$ cat src/rtl/rtc_bus_arbiter_if.sv
// Bus bundle between the RTC bus arbiter, the state-machine layer and the pad logic.
// The slave side is the arbiter; the master side is everything around it.
interface rtc_bus_arbiter_if;
    logic       rd_req;
    logic [7:0] rd_addr;
    logic       rd_done;
    logic [7:0] rd_data;
    logic       wr_req;
    logic [7:0] wr_addr;
    logic [7:0] wr_data;
    logic       wr_done;
    logic [7:0] ad_out;
    logic       ad_oe;
    logic [7:0] ad_in;
    logic       ChipSelect;
    logic       Read;
    logic       Write;
    logic       AoD;
    logic       busy;

    modport slave (
        input  rd_req, rd_addr, wr_req, wr_addr, wr_data, ad_in,
        output rd_done, rd_data, wr_done, ad_out, ad_oe,
               ChipSelect, Read, Write, AoD, busy
    );

    modport master (
        output rd_req, rd_addr, wr_req, wr_addr, wr_data, ad_in,
        input  rd_done, rd_data, wr_done, ad_out, ad_oe,
               ChipSelect, Read, Write, AoD, busy
    );
endinterface

$ cat src/rtl/rtc_bus_arbiter.sv
// Sequences address/data transfers on the multiplexed RTC bus and alternates
// between a read (display refresh) and a write (edit/program) requester.
//
// state   | meaning
// IDLE    | bus released, arbitrating between rd_req and wr_req
// ADDR    | address strobe (Write low, AoD=0) for T_PULSE clocks
// AHOLD   | address hold; reads release the bus here for turnaround
// DATA    | data strobe (Write or Read low, AoD=1) for T_PULSE clocks
// DHOLD   | data hold for T_HOLD clocks
// GAP     | bus released, recovery for T_GAP clocks
// DONE    | one-cycle done pulse for the served channel
module rtc_bus_arbiter #(
    parameter int T_PULSE = 10,
    parameter int T_HOLD  = 4,
    parameter int T_GAP   = 4
) (
    input  logic               clk,
    input  logic               reset,
    rtc_bus_arbiter_if.slave   bus
);
    localparam logic [7:0] L_PULSE = 8'(T_PULSE - 1);
    localparam logic [7:0] L_HOLD  = 8'(T_HOLD - 1);
    localparam logic [7:0] L_GAP   = 8'(T_GAP - 1);

    typedef enum logic [2:0] {
        S_IDLE, S_ADDR, S_AHOLD, S_DATA, S_DHOLD, S_GAP, S_DONE
    } state_t;

    state_t     r_state;
    logic [7:0] r_cnt;
    logic       r_is_wr;
    logic       r_last_wr;
    logic [7:0] r_addr;
    logic [7:0] r_data;
    logic [7:0] r_rd_data;

    state_t     w_next;
    logic       w_load;
    logic [7:0] w_load_val;
    logic       w_tc;
    logic       w_grant;
    logic       w_grant_wr;
    logic       w_cs, w_rd, w_wr, w_aod, w_oe, w_rd_done, w_wr_done;
    logic [7:0] w_ad_out;

    // On a tie the channel that was not served last wins; reset leaves READ as last.
    assign w_grant    = bus.rd_req | bus.wr_req;
    assign w_grant_wr = bus.wr_req & (~bus.rd_req | ~r_last_wr);
    assign w_tc       = (r_cnt == 8'd0);

    always_ff @(posedge clk or negedge reset) begin
        if (!reset) begin
            r_state   <= S_IDLE;
            r_cnt     <= 8'd0;
            r_is_wr   <= 1'b0;
            r_last_wr <= 1'b0;
            r_addr    <= 8'd0;
            r_data    <= 8'd0;
            r_rd_data <= 8'd0;
        end else begin
            r_state <= w_next;
            if (w_load)
                r_cnt <= w_load_val;
            else if (!w_tc)
                r_cnt <= r_cnt - 8'd1;
            if (r_state == S_IDLE && w_grant) begin
                r_is_wr   <= w_grant_wr;
                r_last_wr <= w_grant_wr;
                r_addr    <= w_grant_wr ? bus.wr_addr : bus.rd_addr;
                if (w_grant_wr)
                    r_data <= bus.wr_data;
            end
            if (r_state == S_DATA && w_tc && !r_is_wr)
                r_rd_data <= bus.ad_in;
        end
    end

    always_comb begin
        w_next     = r_state;
        w_load     = 1'b0;
        w_load_val = 8'd0;
        unique case (r_state)
            S_IDLE:  if (w_grant) begin w_next = S_ADDR;  w_load = 1'b1; w_load_val = L_PULSE; end
            S_ADDR:  if (w_tc)    begin w_next = S_AHOLD; w_load = 1'b1; w_load_val = L_HOLD;  end
            S_AHOLD: if (w_tc)    begin w_next = S_DATA;  w_load = 1'b1; w_load_val = L_PULSE; end
            S_DATA:  if (w_tc)    begin w_next = S_DHOLD; w_load = 1'b1; w_load_val = L_HOLD;  end
            S_DHOLD: if (w_tc)    begin w_next = S_GAP;   w_load = 1'b1; w_load_val = L_GAP;   end
            S_GAP:   if (w_tc)    w_next = S_DONE;
            S_DONE:  w_next = S_IDLE;
            default: w_next = S_IDLE;
        endcase
    end

    // Outputs decode from the state register only, so async reset releases the bus at once.
    always_comb begin
        w_cs      = 1'b1;
        w_rd      = 1'b1;
        w_wr      = 1'b1;
        w_aod     = 1'b1;
        w_oe      = 1'b0;
        w_ad_out  = 8'd0;
        w_rd_done = 1'b0;
        w_wr_done = 1'b0;
        unique case (r_state)
            S_ADDR: begin
                w_cs     = 1'b0;
                w_wr     = 1'b0;
                w_aod    = 1'b0;
                w_oe     = 1'b1;
                w_ad_out = r_addr;
            end
            S_AHOLD: begin
                w_aod    = 1'b0;
                w_oe     = r_is_wr;
                w_ad_out = r_addr;
            end
            S_DATA: begin
                w_cs = 1'b0;
                if (r_is_wr) begin
                    w_wr     = 1'b0;
                    w_oe     = 1'b1;
                    w_ad_out = r_data;
                end else begin
                    w_rd = 1'b0;
                end
            end
            S_DHOLD: begin
                if (r_is_wr) begin
                    w_oe     = 1'b1;
                    w_ad_out = r_data;
                end
            end
            S_DONE: begin
                w_rd_done = ~r_is_wr;
                w_wr_done = r_is_wr;
            end
            default: ;
        endcase
    end

    assign bus.ChipSelect = w_cs;
    assign bus.Read       = w_rd;
    assign bus.Write      = w_wr;
    assign bus.AoD        = w_aod;
    assign bus.ad_oe      = w_oe;
    assign bus.ad_out     = w_ad_out;
    assign bus.rd_done    = w_rd_done;
    assign bus.wr_done    = w_wr_done;
    assign bus.rd_data    = r_rd_data;
    assign bus.busy       = (r_state != S_IDLE);
endmodule

$ cat src/flat_wrapper.sv
// flat-port wrapper written by rule: the top's interface ports become plain ports
module rtc_bus_arbiter_flat 
#(
    parameter int T_PULSE = 10,
    parameter int T_HOLD  = 4,
    parameter int T_GAP   = 4
)
  (clk, reset, bus_rd_req, bus_rd_addr, bus_wr_req, bus_wr_addr, bus_wr_data, bus_ad_in, bus_rd_done, bus_rd_data, bus_wr_done, bus_ad_out, bus_ad_oe, bus_ChipSelect, bus_Read, bus_Write, bus_AoD, bus_busy);
  rtc_bus_arbiter_if bus_i ();
  input  logic clk;
  input  logic reset;
  input wire logic [$bits(bus_i.rd_req)-1:0] bus_rd_req;
  input wire logic [$bits(bus_i.rd_addr)-1:0] bus_rd_addr;
  input wire logic [$bits(bus_i.wr_req)-1:0] bus_wr_req;
  input wire logic [$bits(bus_i.wr_addr)-1:0] bus_wr_addr;
  input wire logic [$bits(bus_i.wr_data)-1:0] bus_wr_data;
  input wire logic [$bits(bus_i.ad_in)-1:0] bus_ad_in;
  output wire logic [$bits(bus_i.rd_done)-1:0] bus_rd_done;
  output wire logic [$bits(bus_i.rd_data)-1:0] bus_rd_data;
  output wire logic [$bits(bus_i.wr_done)-1:0] bus_wr_done;
  output wire logic [$bits(bus_i.ad_out)-1:0] bus_ad_out;
  output wire logic [$bits(bus_i.ad_oe)-1:0] bus_ad_oe;
  output wire logic [$bits(bus_i.ChipSelect)-1:0] bus_ChipSelect;
  output wire logic [$bits(bus_i.Read)-1:0] bus_Read;
  output wire logic [$bits(bus_i.Write)-1:0] bus_Write;
  output wire logic [$bits(bus_i.AoD)-1:0] bus_AoD;
  output wire logic [$bits(bus_i.busy)-1:0] bus_busy;
  assign bus_i.rd_req = bus_rd_req;
  assign bus_i.rd_addr = bus_rd_addr;
  assign bus_i.wr_req = bus_wr_req;
  assign bus_i.wr_addr = bus_wr_addr;
  assign bus_i.wr_data = bus_wr_data;
  assign bus_i.ad_in = bus_ad_in;
  assign bus_rd_done = bus_i.rd_done;
  assign bus_rd_data = bus_i.rd_data;
  assign bus_wr_done = bus_i.wr_done;
  assign bus_ad_out = bus_i.ad_out;
  assign bus_ad_oe = bus_i.ad_oe;
  assign bus_ChipSelect = bus_i.ChipSelect;
  assign bus_Read = bus_i.Read;
  assign bus_Write = bus_i.Write;
  assign bus_AoD = bus_i.AoD;
  assign bus_busy = bus_i.busy;
  rtc_bus_arbiter #(.T_PULSE(T_PULSE), .T_HOLD(T_HOLD), .T_GAP(T_GAP)) u_core (.clk(clk), .reset(reset), .bus(bus_i));
endmodule
$ cat config.mk
export PLATFORM = sky130hd
export DESIGN_NAME = rtc_bus_arbiter_flat
export DESIGN_NICKNAME = d
export VERILOG_FILES = /design/src/rtl/rtc_bus_arbiter_if.sv /design/src/rtl/rtc_bus_arbiter.sv /design/src/flat_wrapper.sv
export SDC_FILE = /design/constraint.sdc
export NUM_CORES = 1
export LEC_CHECK = 0
export CAP_MARGIN = 25
export CORE_ASPECT_RATIO = 0.75
export CORE_MARGIN = 3
export CORE_UTILIZATION = 45
export CTS_BUF_LIST = sky130_fd_sc_hd__clkbuf_4
export CTS_CLUSTER_SIZE = 20
export DETAILED_ROUTE_END_ITERATION = 6
export GPL_ROUTABILITY_DRIVEN = 0
export PLACE_DENSITY = 0.76
export SETUP_SLACK_MARGIN = 0.2
export SKIP_LAST_GASP = 1
export SYNTH_ARGS = -nofsm -noshare
export SYNTH_HDL_FRONTEND = slang
export SYNTH_SLANG_ARGS = --single-unit
export TNS_END_PERCENT = 100
$ cat constraint.sdc
create_clock -name clk -period 5 [get_ports clk]
set_clock_uncertainty 0.1 [all_clocks]
set_input_delay 1 -clock clk [delete_from_list [all_inputs] [get_ports clk]]
set_output_delay 1 -clock clk [all_outputs]
set_load 0.01 [all_outputs]
Word-level counts from Yosys, hierarchy flattened
Cells that the tools add are included.

cells by class
  add/sub/neg operators = 1
  eq/ne operators = 13
  bitwise operators = 5
  reductions and logical operators = 14
  multiplexer cells = 28

operator list
  operator               number
  $mux W8                4
  $pmux W8 S3            1
  $mux W3                6
  $pmux W3 S6            1
  $pmux W8 S2            1
  $ne A2 B1 Y1 const B   7
  $eq A3 B3 Y1 const B   3
  $mux W1                9
  $logic_not A8 Y1       1
  $mux W4                2
  $sub A8 B1 Y8 const B  1
  $eq A3 B2 Y1 const B   2
  $reduce_and A6 Y1      1
  $reduce_or A2 Y1       3
  $pmux W1 S2            2
  $reduce_or A4 Y1       1
  $eq A3 B1 Y1 const B   1
  $logic_and A1 B1 Y1    3
  $logic_not A3 Y1       1
  $pmux W1 S3            1
  $reduce_bool A3 Y1     1
  $reduce_or A3 Y1       1
  $mux W2                1
  $not A1 Y1             2
  4 further kinds        5

storage, ports and cells
  input bits = 36
  word-level logic and storage cells = 67
  flip-flop bits (word level) = 36
  output and inout bits = 24

Logic depth before layout (Yosys ltp)
  word-level depth = 4
  mapped depth = 6
  depth with buffers taken out = 5

Worst setup path after synthesis
OpenSTA, ideal clock, no wires.

  kind = flip-flop to output port
  start = reg u_core.r_state[1]
  end = out bus_ad_out[0]
  path buffers = 1
  data arrival time = 1366 ps
  slack = 2534 ps
  stages on the path, launching flop included = 4
  data required time = 3900 ps
  path through = dfrtp_1 clkbuf_1 nor3_1 a211o_1

on the way
  longest elaborated chain between the ends = 3
  elaborated cells between the ends (all ways) = 7
  those cells by class = eq/ne (4); mux (1); reduce/logical (2)

RTL lines
  item                                        RTL line                source
  start, declared                             rtc_bus_arbiter.sv:29   state_t r_state;
  start signal, assigned                      rtc_bus_arbiter.sv:61   r_state <= w_next;
  $eq A3 B3 Y1, or another cell as far along  rtc_bus_arbiter.sv:104  unique case (r_state)
  $reduce_or A2 Y1 (no line)                  --
  $pmux W8 S2 (*)                             rtc_bus_arbiter.sv:104
  end, declared                               flat_wrapper.sv:21      output wire logic [$bits(bus_i.ad_out)-1:0] bus_ad_out;

Mark *: on every way between the ends. The rest lies on a longest branch, timed or not.

Final worst setup path
  start = reg u_core.r_state[2]
  end = out bus_ad_out[4]

The elaborated chain is that of the path after synthesis.

==> metrics <==
Post CTS Setup Buffer Count 0; Max FO, Critical Path 28; Layout area overhead 30.6%; Layout Cells excl Fill 306; CP peak stage delay 0.81 ns; total die area 5540 µm²; Initial Util 0.492; final number of setup-violating endpoints 0; Worst-Margin Slew 0.932 ns; post-synth top area share 0.428; I/O pins 60; WP buf/inv 1; setup TNS 0 ns; status finished clean; RSZ-0062 raised after global routing false; Fmax 252 MHz; R2R Path End u_core.r_addr[4]; r2r worst-path depth 3; Pleak 1.15 nW; Hold Path Depth 1; Util after Layout 0.642; # diodes 0; Die Wd 85.0 µm; pre-CTS setup slack 1.44 ns; Syn. warnings 0; WL per Instance 15.7 µm; max_slew headroom 0.374; gr usage total 0.179; Tmin final 3.96 ns; Synth Instances 196; drt initial violations 137; hold crit path type reg -> reg; cts bufs inserted 5; Final Hold Vio Count 0; peak supply drop 386 µV; register bit total from synthesis 36; post-route ant nets 0; CP Data Arrival Time 2.86 ns; deepest clock path buffer count 2; number of global-route vias before repair 1691; latest clock arrival within the worst-skew pair 0.33 ns; Core ar. 4280 µm²; Synth area leader dfrtp_1; PwrDens 591 nW/µm²; Synth area leaders dfrtp_1 43%, mux2_2 17%, nand2b_1 3.9%, a211o_1 3.3%, nor3_1 2.6%; antenna violations before repair 0; row count 20; max-cap violations 0; CTS tree done; Max Slew Vio Count 0; R2R Path Start u_core.r_state[2]; drt first pass iters 6; CTS HTree Levels 2; die height 65.2 µm; Non-Filler Cell Area, Final 2750 µm²; period utilization 0.792; syn nets 234; R2R Setup Slk 2.73 ns; largest net degree at the start of global routing 37; hold_sp u_core.bus.rd_data[7]; CTS root buf clkbuf_4; Worst Setup Start Kind register; area occupied by multi-input gates 1110 µm²; total power 1.62 mW; share of cells above drive strength 1 0.195; CP endpoint kind output port; Avg Vias per Cell 5.57; synthesized area 2100 µm²; hold_buf cts 0; placed inst area 2700 µm²; post-cts resize count 0; worst setup margin 1.04 ns; Worst Path Required 3.90 ns; GRT Residual Overflow 0; sequential element share of the synthesized area 0.428; final wirelength 4800 µm; post-synth cell types 44; critical path type reg -> out; DR vias 1705; synthesized area per cell 10.7 µm²; PortBufs 59; Filler cells 347; Post-DP HPWL 3550 µm; Worst Hold Path EP u_core.bus.rd_data[7]; CP max-delay cell dfrtp_1; CP cell instances nand2_1 -> nor3_1 -> a211o_1 -> clkdlybuf4s50_1; clk sinks 36; register area 901 µm²; Residual DRC 0; global-route wire length before repair 8010 µm; Nets 289; CTS clock-pin slew for the worst setup and hold paths 0.11 ns; Largest delay share family, worst path simple AND/OR/NAND/NOR gates; Fin Hold WS 0.419 ns; Cells after DPL 299
==> how the worst max path moves through the flow <==
| stage | startpoint | end | slack, ns | cells after the start |
|---|---|---|---|---|
| after floorplan | u_core.r_state[1] | bus_ad_out[0] | 2.53 | 3 |
| after global placement | u_core.r_state[2] | bus_ad_out[1] | 1.53 | 4 |
| after detailed placement | u_core.r_state[2] | bus_ad_out[4] | 1.44 | 4 |
| after CTS | u_core.r_state[2] | bus_ad_out[4] | 1.05 | 4 |
| after global routing | u_core.r_state[2] | bus_ad_out[7] | 0.70 | 4 |
| final | u_core.r_state[2] | bus_ad_out[4] | 1.04 | 4 |
==> area by class of cell <==
class / count / share of cell area
flip-flops and latches: 36 / 0.328
multi-input cells: 142 / 0.405
well taps: 55 / 0.0250
repair buffers: 60 / 0.218
clock inverters: 2 / 0.00273
clock buffers: 5 / 0.0137
inverters: 6 / 0.00819
==> Yosys cell counts <==
cell,instances
a2111oi_0,1
a211o_1,8
a211oi_1,4
a211oi_2,2
a21boi_0,1
a21boi_2,1
a21o_1,1
a21oi_1,9
a221oi_1,1
and3_1,1
and4_1,1
buf_2,3
buf_4,1
buf_6,2
clkbuf_1,6
dfrtp_1,36
ha_1,2
inv_1,6
mux2_2,32
mux2i_1,2
nand2_1,13
nand2b_1,13
nand2b_4,1
nand3_1,1
nand4_2,1
nand4b_1,1
nor2_1,5
nor2_4,1
nor2b_1,3
nor3_1,11
nor3b_1,1
nor4_1,1
nor4b_4,1
o21ai_0,8
o221ai_1,2
o22ai_1,1
o2bb2ai_1,1
o31ai_1,1
or3_1,3
or3b_2,1
or4_1,2
or4_4,2
or4b_4,1
xnor2_1,1
==> layer usage <==
layer / vias up / wire, µm / GRT usage
li1: 828 / - / -
met1: 803 / 2170 / 0.228
met2: 69 / 2250 / 0.307
met3: 5 / 364 / 0.0526
met4: 0 / 24 / 0.0296
met5: - / 0 / 0
==> flip-flops by register name (all words and copies together), names as in the netlist <==
register and count:
u_core.bus.rd_data 8, u_core.r_addr 8, u_core.r_cnt 8, u_core.r_data 8, u_core.r_last_wr 1, u_core.r_state 3
==> power breakdown <==
part,leakage (nW),switching [mW],internal [mW]
registers,0.431,0.155,0.433
clock network,0.0261,0.0932,0.0491
logic,0.694,0.382,0.513
==> cells in the final DEF (no fill, tap or decap), types with 3 or more instances in the layout <==
cell,instances
or3_1,3
clkbuf_4,5
a21oi_1,9
nor2_1,5
nor3_1,11
clkdlybuf4s50_1,59
inv_1,6
a211o_1,8
nand2_1,13
mux2_2,32
nand2b_1,13
a211oi_1,4
nor2b_1,3
dfrtp_1,36
o21ai_0,8
==> kinds of logic after synthesis <==
kind of cell,after synthesis,share of synthesized area
adder cells (fa/ha/maj),2,0.0119
multiplexers,34,0.181
AO/OA/AOI/OAI,41,0.140
buffers and inverters,18,0.0428
XOR/XNOR,1,0.00416
AND/OR/NAND/NOR,64,0.193
flip-flops,36,0.428
Power figures use the tool's default switching activity.
==> RTL edit, RTL diff (same settings) <==
`T_PULSE` is set to 10 in 2 places; all go to 5.
--- a/src/rtl/rtc_bus_arbiter.sv
+++ b/src/rtl/rtc_bus_arbiter.sv
@@ -10,7 +10,7 @@
 // GAP     | bus released, recovery for T_GAP clocks
 // DONE    | one-cycle done pulse for the served channel
 module rtc_bus_arbiter #(
-    parameter int T_PULSE = 10,
+    parameter int T_PULSE = 5,
     parameter int T_HOLD  = 4,
     parameter int T_GAP   = 4
 ) (
--- a/src/flat_wrapper.sv
+++ b/src/flat_wrapper.sv
@@ -1,7 +1,7 @@
 // flat-port wrapper written by rule: the top's interface ports become plain ports
 module rtc_bus_arbiter_flat 
 #(
-    parameter int T_PULSE = 10,
+    parameter int T_PULSE = 5,
     parameter int T_HOLD  = 4,
     parameter int T_GAP   = 4
 )
Formal check against the unedited RTL: not equivalent (Yosys sat finds a counterexample within 10 cycles, from zero or initial values and one cycle with reset low).
==> RTL edit against the unedited design <==
- total power grew 7.1%
- core utilization grew 2.2 points
- sequential cell count is the same
- synthesized cell count grew 11%
- synthesized area shrank 3.0%
- wire length shrank 2.1%
- cell area grew 1.5%
- via count grew 2.9%
- setup slack gained 0.030 ns
==> RTL edit: results (changes against the unedited design) <==
| Metric | Value |
|---|---|
| IO buf count | `59 (unchanged)` |
| GRT overflow | `0 (unchanged)` |
| Hold_sp | `u_core.bus.rd_data[3]` |
| Most frequent cell after synthesis | `dfrtp_1` |
| Drt pass-1 iters | `4 (-2)` |
| Critical Path AT | `2.83 ns (-0.03 ns)` |
| Lkg Pwr | `1.195 nW (+3.8%)` |
| Dpl cells | `322 (+7.7%)` |
| Crit Path Max Fanout | `23 (-18%)` |
| Post-Place Cell Area | `2664 um^2 (-1.5%)` |
| Syn Area/Cell | `9.361 um^2 (-13%)` |
| FILL cells | `361 (+4.0%)` |
| Via/cell ratio | `5.318 (-4.6%)` |
| CP max stage delay | `0.75 ns (-0.06 ns)` |
| Number of global-route vias before repair | `1664 (-1.6%)` |
| Initial DRC count | `93 (-32%)` |
| Post-CTS Setup Repair Bufs | `0 (unchanged)` |
| R2r worst-path depth | `6 (+3)` |
| Post-synthesis xor/xnor area fraction | `0.01717 (+0.01301)` |
| Synth Area in Compound Gates | `0.1453 (+0.005595)` |
| Synthesized Nets | `256 (+9.4%)` |
| Pre-CTS setup slack | `1.445 ns (+0.0005100 ns)` |
| Peak VDD IR | `0.3598 mV (-6.7%)` |
| Synth Area in Adders | `0.01226 (+0.0003718)` |
| Share of post-route cells with drive strength above 1 | `0.1091 (-0.08613)` |
| Layout area overhead | `36.79%` |
| Largest net degree at the start of global routing | `37 (unchanged)` |
| Worst skew pair latency | `0.34 ns` |
| Worst reg2reg endpoint | `u_core.bus.rd_data[4]` |
| H-tree depth | `2 (unchanged)` |
| Routed wire length | `4.704 mm (-2.1%)` |
| Worst-path clk slew | `0.12 ns` |
| Reg2Reg Launch Point | `u_core.r_cnt[0]` |
| Hold endpoint | `u_core.bus.rd_data[3]` |
| First-pass GRT wire length | `7.990 mm (-0.25%)` |
| Layout Nets | `312 (+8.0%)` |
| R2r setup slk | `2.75 ns (+0.02 ns)` |
| Hold slack | `0.4228 ns (+0.003264 ns)` |
| Register area share after synthesis | `0.4414 (+0.01339)` |
| Post-cts sizing count | `0 (unchanged)` |
| Synth async-reset ratio | `1.000 (unchanged)` |
| Detailed-placement wirelength estimate | `3.438 mm (-3.1%)` |
| Status | `finished, final reports clean` |
| Unique cell type count in the Yosys netlist | `36 (-18%)` |
| Setup WS post-layout | `1.068 ns (+0.03042 ns)` |
| Synth top area cells | `dfrtp_1 44%, o21ai_0 5.9%, mux2_4 5.9%` |
| Tot GR Track Use | `0.1850 (+0.006036)` |
| Post-synthesis mux area share | `0.1521 (-0.02868)` |
| Top post-synthesis cells by count | `36 x dfrtp_1, 29 x nand2_1, 24 x o21ai_0` |
| Vias | `1755 (+2.9%)` |
| Worst Hold Path Cells | `1 (unchanged)` |
| Root Driver | `clkbuf_4` |
| Slew @ Worst Pin | `0.9203 ns (-0.01147 ns)` |
| Slew Viols, Final | `0 (unchanged)` |
## RTL edit: cell types whose count changed after synthesis, moves of 8 or more
| cell | unedited run | this run |
|---|---|---|
| mux2_2 | 32 | 8 |
| nand2_1 | 13 | 29 |
| o21ai_0 | 8 | 24 |
| a21oi_1 | 9 | 19 |
| nand3_1 | 1 | 10 |
| mux2_4 | 0 | 8 |
| mux2i_1 | 2 | 10 |
## RTL edit: cell type report
type                       instances  area share
inverter                           7    0.009413
clock inverter                     3     0.03227
sequential                        36      0.3227
timing repair buffer              62      0.2196
multi-input combinational        162      0.3779
tap                               55     0.02465
clock buffer                       5     0.01345
## RTL edit: how the worst max path moves through the flow
stage,start,to
after floorplan,u_core.r_state[0],bus_ad_out[0]
after global placement,u_core.r_state[2],bus_ad_out[7]
after detailed placement,u_core.r_state[2],bus_ad_out[2]
after CTS,u_core.r_state[2],bus_ad_out[2]
after global routing,u_core.r_state[2],bus_ad_out[6]
final,u_core.r_state[2],bus_ad_out[7]
## RTL edit: where the power goes
group	switching, mW	internal, mW
registers	0.169	0.429
clock network	0.102	0.206
logic	0.361	0.472
total	0.632	1.11
## RTL edit: metal layers
layer / wire (um) / vias up / GRT usage
met2: 2072 / 61 / 0.2827
met1: 2314 / 811 / 0.2653
met4: 27 / 0 / 0.04217
met5: 0 / - / 0
li1: - / 879 / -
met3: 290 / 4 / 0.04510
## RTL edit: cells by family after synthesis
| family | count (synthesis) |
|---|---|
| adders and majority gates | 2 |
| xor gates and xnor gates | 4 |
| DFF | 36 |
| and+or+nand+nor | 76 |
| buffers and inverters | 20 |
| muxes | 26 |
| AOI/OAI and AO/OA | 54 |
## RTL edit: worst max-delay path: cells and delay by family (launching register included)
family	cells	cell delay [ns]
buf+inv	1	0.56
flops	1	0.75
compound gates	1	0.11
simple gates	3	1.07
